===== config.mk =====
export PLATFORM = sky130hd
export DESIGN_NAME = led_blink_bank
export DESIGN_NICKNAME = d
export VERILOG_FILES = /design/src/rtl/led_blink_bank.sv
export SDC_FILE = /design/constraint.sdc
export NUM_CORES = 1
export LEC_CHECK = 0
export CORE_UTILIZATION = 62
export DETAILED_ROUTE_END_ITERATION = 10
export PLACE_DENSITY = 0.8
export REMOVE_ABC_BUFFERS = 1
export SLEW_MARGIN = 10
export SYNTH_ARGS = -nofsm -noshare
export SYNTH_HDL_FRONTEND = slang
export SYNTH_SLANG_ARGS = --single-unit

===== constraint.sdc =====
create_clock -name CLOCK_50 -period 8.2 [get_ports CLOCK_50]
set_input_delay 2.05 -clock CLOCK_50 [delete_from_list [all_inputs] [get_ports CLOCK_50]]
set_output_delay 2.05 -clock CLOCK_50 [all_outputs]
set_load 0.02 [all_outputs]

===== src/rtl/led_blink_bank.sv =====
// led_blink_bank: multi-channel LED blinker with shared prescaler tick; optional PWM dimming under LED_BLINK_PWM_EN
module led_blink_bank #(
    parameter int CHANNELS = 8,
    parameter int TICK_DIV = 50000,
    parameter int DIV_W = 10,
    localparam int CH_W = (CHANNELS > 1) ? $clog2(CHANNELS) : 1
) (
    input  logic                CLOCK_50,
    input  logic                RESET,
    input  logic                cfg_we,
    input  logic [CH_W-1:0]     cfg_ch,
    input  logic [1:0]          cfg_mode,
    input  logic [DIV_W-1:0]    cfg_div,
`ifdef LED_BLINK_PWM_EN
    input  logic [3:0]          cfg_duty,
`endif
    output logic                tick,
    output logic [CHANNELS-1:0] LEDG
);
    localparam int PRE_W = $clog2(TICK_DIV);
    typedef enum logic [1:0] {OFF = 2'd0, ON = 2'd1, BLINK = 2'd2, ONESHOT = 2'd3} mode_t;
    logic [PRE_W-1:0]    pre;
    mode_t               mode [CHANNELS];
    mode_t               mode_n [CHANNELS];
    logic [DIV_W-1:0]    div [CHANNELS];
    logic [DIV_W-1:0]    div_n [CHANNELS];
    logic [DIV_W-1:0]    cnt [CHANNELS];
    logic [DIV_W-1:0]    cnt_n [CHANNELS];
    logic [CHANNELS-1:0] led;
    logic [CHANNELS-1:0] led_n;
    logic                wr_ok;
`ifdef LED_BLINK_PWM_EN
    logic [3:0]          pwm;
    logic [3:0]          pwm_n;
    logic [3:0]          duty [CHANNELS];
    logic [3:0]          duty_n [CHANNELS];
`endif
    assign wr_ok = cfg_we && (int'(cfg_ch) < CHANNELS);
    // prescaler wraps every TICK_DIV cycles; tick registers the wrap so channels see it on the next edge
    always_ff @(posedge CLOCK_50 or posedge RESET) begin
        if (RESET) begin
            pre  <= '0;
            tick <= 1'b0;
        end else begin
            pre  <= (pre == PRE_W'(TICK_DIV - 1)) ? '0 : pre + PRE_W'(1);
            tick <= (pre == PRE_W'(TICK_DIV - 1));
        end
    end
    // per-channel next state: a valid write wins over the tick, otherwise the tick advances blink/one-shot timing
    always_comb begin
        for (int i = 0; i < CHANNELS; i++) begin
            mode_n[i] = mode[i];
            div_n[i]  = div[i];
            cnt_n[i]  = cnt[i];
            led_n[i]  = led[i];
`ifdef LED_BLINK_PWM_EN
            duty_n[i] = duty[i];
`endif
            if (wr_ok && int'(cfg_ch) == i) begin
                mode_n[i] = mode_t'(cfg_mode);
                div_n[i]  = cfg_div;
                cnt_n[i]  = '0;
                led_n[i]  = (cfg_mode != 2'd0);
`ifdef LED_BLINK_PWM_EN
                duty_n[i] = cfg_duty;
`endif
            end else if (tick) begin
                if (mode[i] == OFF || mode[i] == ON) begin
                    led_n[i] = (mode[i] == ON);
                    cnt_n[i] = '0;
                end else if (cnt[i] == div[i]) begin
                    led_n[i]  = (mode[i] == BLINK) ? !led[i] : 1'b0;
                    mode_n[i] = (mode[i] == BLINK) ? BLINK : OFF;
                    cnt_n[i]  = '0;
                end else begin
                    cnt_n[i] = cnt[i] + DIV_W'(1);
                end
            end
        end
    end
    // channel state registers
    always_ff @(posedge CLOCK_50 or posedge RESET) begin
        if (RESET) begin
            led <= '0;
            for (int i = 0; i < CHANNELS; i++) begin
                mode[i] <= OFF;
                div[i]  <= '0;
                cnt[i]  <= '0;
            end
        end else begin
            led <= led_n;
            for (int i = 0; i < CHANNELS; i++) begin
                mode[i] <= mode_n[i];
                div[i]  <= div_n[i];
                cnt[i]  <= cnt_n[i];
            end
        end
    end
`ifdef LED_BLINK_PWM_EN
    assign pwm_n = pwm + 4'd1;
    // LEDG is registered from next-state values so dimming adds no write latency
    always_ff @(posedge CLOCK_50 or posedge RESET) begin
        if (RESET) begin
            pwm  <= '0;
            LEDG <= '0;
            for (int i = 0; i < CHANNELS; i++) duty[i] <= 4'd15;
        end else begin
            pwm <= pwm_n;
            for (int i = 0; i < CHANNELS; i++) begin
                duty[i] <= duty_n[i];
                LEDG[i] <= led_n[i] && (pwm_n < duty_n[i]);
            end
        end
    end
`else
    assign LEDG = led;
`endif
endmodule


==> results.toml <==
[worst_setup_path]
critPathKind = "input pin to flip-flop"
critPathSlowestCell = "nor4b_4"
r2r_end = "mode[6]$_DFFE_PP0P_"
path_cells = "clkdlybuf4s50_1 -> nor4b_4 -> or2_1 -> o21ai_1 -> mux2_1"
path_buf_inv = 1
reg2reg_depth = 5
crit_family = "simple AND/OR/NAND/NOR gates"
reg2reg_slack_ns = 5.75
startpoint_type = "input pin"
r2r-start = "tick$_DFF_PP0_"
cp-end-kind = "flip-flop"
crit_fanout = 19
arrival_ns = 4.62
max_stage_delay_ns = 1.07
required_ns = 8.60

[yosys]
synthTopCellsByArea = "dfrtp_1 49%, xnor2_1 7.7%, mux2_2 7.6%"
syn_area_um2 = 10300
synthCells = 985
synth_area_per_cell_um2 = 10.5
yosys.cell_types.count = 65
ys_warn_count = 0
async_flop_share_pct = 100
synth_seq_cells = 201
synthFlopType = "dfrtp_1"
synth.largest_area_cell = "dfrtp_1"
yosysTopAreaCellShare_pct = 48.8
synth_edf_count = 0
seq_area_frac_synth_pct = 48.8

[floorplanning]
row_count = 46
start_util_pct = 64.2
fp.coreArea_um2 = 16100
die_height_um = 131
io_pins = 27
die_w_um = 131
dieArea_um2 = 17200

[outcome]
status = "complete, no violations"

[sta]
final_hold_viol_count = 0
relSlewSlack_pct = 22.1
timing.final.crit_period_ns = 4.22
tns_ns = 0
max_clock_freq_mhz = 237
hold_ws_ns = 0.503
setup_viol = 0
worst_slew_pin_slew_ns = 1.16
fin_worst_skew_ns = 0.0309
finalCritPeriodShare_pct = 51.4
rsz0062_at_grt = "no"
maxSlewViolCount = 0

[grt]
grt_max_degree = 148
antenna_found_initial = 1
use_met1_pct = 38.1
grtUsageMet2_pct = 45.1
grt-ovfl-total = 0
grt_pass1_vias = 7008
top_usage_layer = "met2"
grt_first_pass_wirelength_mm = 36.5
grtUsageMet3_pct = 4.48
grtUsageTotal_pct = 27.5

[drt]
drc_errors = 0
via_per_inst = 6.08
first_iter_violations = 514
wl_mm = 22.5
vias = 7491
first_pass_iters = 4
ant_nets = 0
wire_per_inst_um = 18.3

[clocking]
cts-hold-fix-buffers = 0
clk_path_buf_depth = 3
clkTransAtPathRegs_ns = 0.06
cts_resized = 0
htree_levels = 1
clk-insertion-delay-late_ns = 0.52
post_cts_buffers = 0
numClockSinks = 201
cts-root-buf = "clkbuf_16"
cts_tree = "done"
cts_made_buffers = 22

[hold_path]
hold_path_end = "pre[13]$_DFF_PP0_"
hold_start = "pre[13]$_DFF_PP0_"
hold_depth = 1
hp-class = "flip-flop to flip-flop"

[power_and_ir_drop]
pwr-share-comb_pct = 15.7
power_switching_uw = 699
power.density_nw_per_um2 = 227
vdd_drop_max_mv = 0.208
p_sw_share_pct = 27.0
power.leakage_nw = 5.01
seqPwrFrac_pct = 47.3
power.internal_mw = 1.89
p_clk_share_pct = 37.0

[finish]
final_nets = 1027
register_area_um2 = 5030
fin_area_um2 = 11400
n_antenna_cell = 0
multi_input_area_um2 = 5060
nFillCells = 1127
fin_util_pct = 70.9
areaGrowthSynthToFinish_pct = 10.5
drive_gt1_share_pct = 13.9

[placement]
portBuffers = 26
post-dp-hpwl_mm = 14.2
placed_area_um2 = 10700
gp_congestion = 0.808

[flow_run]
maxCapViolations = 0
worst max-delay path by stage:
stage                    from                   to  cells after the start
floorplan               RESET  LEDG[0]$_DFFE_PP0P_                      1
global placement    cfg_ch[1]   cnt[2]$_DFFE_PP0P_                      5
detailed placement  cfg_ch[0]  cnt[47]$_DFFE_PP0P_                      6
CTS                 cfg_ch[0]  cnt[46]$_DFFE_PP0P_                      6
global route        cfg_ch[0]  cnt[46]$_DFFE_PP0P_                      6
finish              cfg_ch[1]  LEDG[0]$_DFFE_PP0P_                      5
synthesized netlist by cell type, types with 3 or more instances:
library cell	count
mux2i_1	6
clkbuf_1	16
buf_6	4
or2_2	5
inv_1	8
dfrtp_1	201
a221o_1	3
a21o_1	12
xnor2_1	91
nand2b_1	8
nor3_2	4
a21oi_1	18
and2_1	5
nand3_1	33
ha_1	9
nor2_1	68
nand2_1	129
nor4_4	4
buf_2	14
nand4_1	35
a211oi_1	6
xor2_1	30
a22o_1	15
buf_4	3
o22ai_1	8
or3_1	5
o31ai_1	12
nor3b_1	9
nor4_1	11
nor2b_1	19
nor3_1	20
and4_1	3
mux2_2	70
o21ai_0	41
and3_1	20
sequential cells by signal, summed over array words and instances, names as in the netlist:
| register | flops |
|---|---|
| cnt | 80 |
| div | 80 |
| mode | 16 |
| pre | 16 |
| LEDG | 8 |
| tick | 1 |
power by group through the flow:
stage	clock (mW)	combinational [mW]	sequential [mW]
finish	0.959	0.405	1.22
floorplan	0	0.275	1.23
global placement	0	0.389	1.23
CTS	0.973	0.408	1.22
detailed placement	0	0.401	1.24
global route	1.02	0.447	1.24
layer usage:
layer | part of all wire, % | wire length [µm]
met1 | 45 | 10100
met2 | 48 | 10800
met3 | 4.7 | 1050
met4 | 2.6 | 590
met5 | 0.049 | 11
kinds of logic after synthesis:
group	Yosys count	synth area share, %
buf+inv	47	2.28
flops	201	48.8
compound gates	132	8.47
xor+xnor	121	10.3
mux	77	8.34
fa+ha+maj	9	1.09
simple gates	398	20.8
area by class of cell:
class	instances	area share (%)
Clock inverter	9	0.714
Timing Repair Buffer	29	2.48
Multi-Input combinational cell	737	44.4
Sequential cell	201	44.2
Tap cell	216	2.37
Clock buffer	31	5.48
Inverter	9	0.362
per-stage QoR:
stage | setup WS (ns) | total power, mW | instances
5_1_grt | 3.74 | 2.70 | 1232
6_report | 3.98 | 2.59 | 1232
3_3_place_gp | 3.59 | 1.62 | 1192
4_1_cts | 3.98 | 2.61 | 1232
3_5_place_dp | 3.48 | 1.64 | 1192
2_1_floorplan | 0.668 | 1.51 | 947
layout by cell type (no fill, tap or decap), types with 7 or more instances in the layout:
master / instances
xor2_1: 30
and3_1: 20
a21o_1: 12
inv_1: 7
nand4_1: 35
clkdlybuf4s50_1: 26
nand3_1: 33
clkbuf_16: 22
dfrtp_1: 201
nor2_1: 68
nor3_1: 20
ha_1: 9
nor3b_1: 9
nor2b_1: 19
nand2b_1: 8
a22o_1: 15
o31ai_1: 12
mux2_2: 70
o22ai_1: 8
xnor2_1: 91
a21oi_1: 18
nand2_1: 129
nor4_1: 11
clkinv_2: 7
o21ai_0: 41
(Power assumes the default switching activity.)
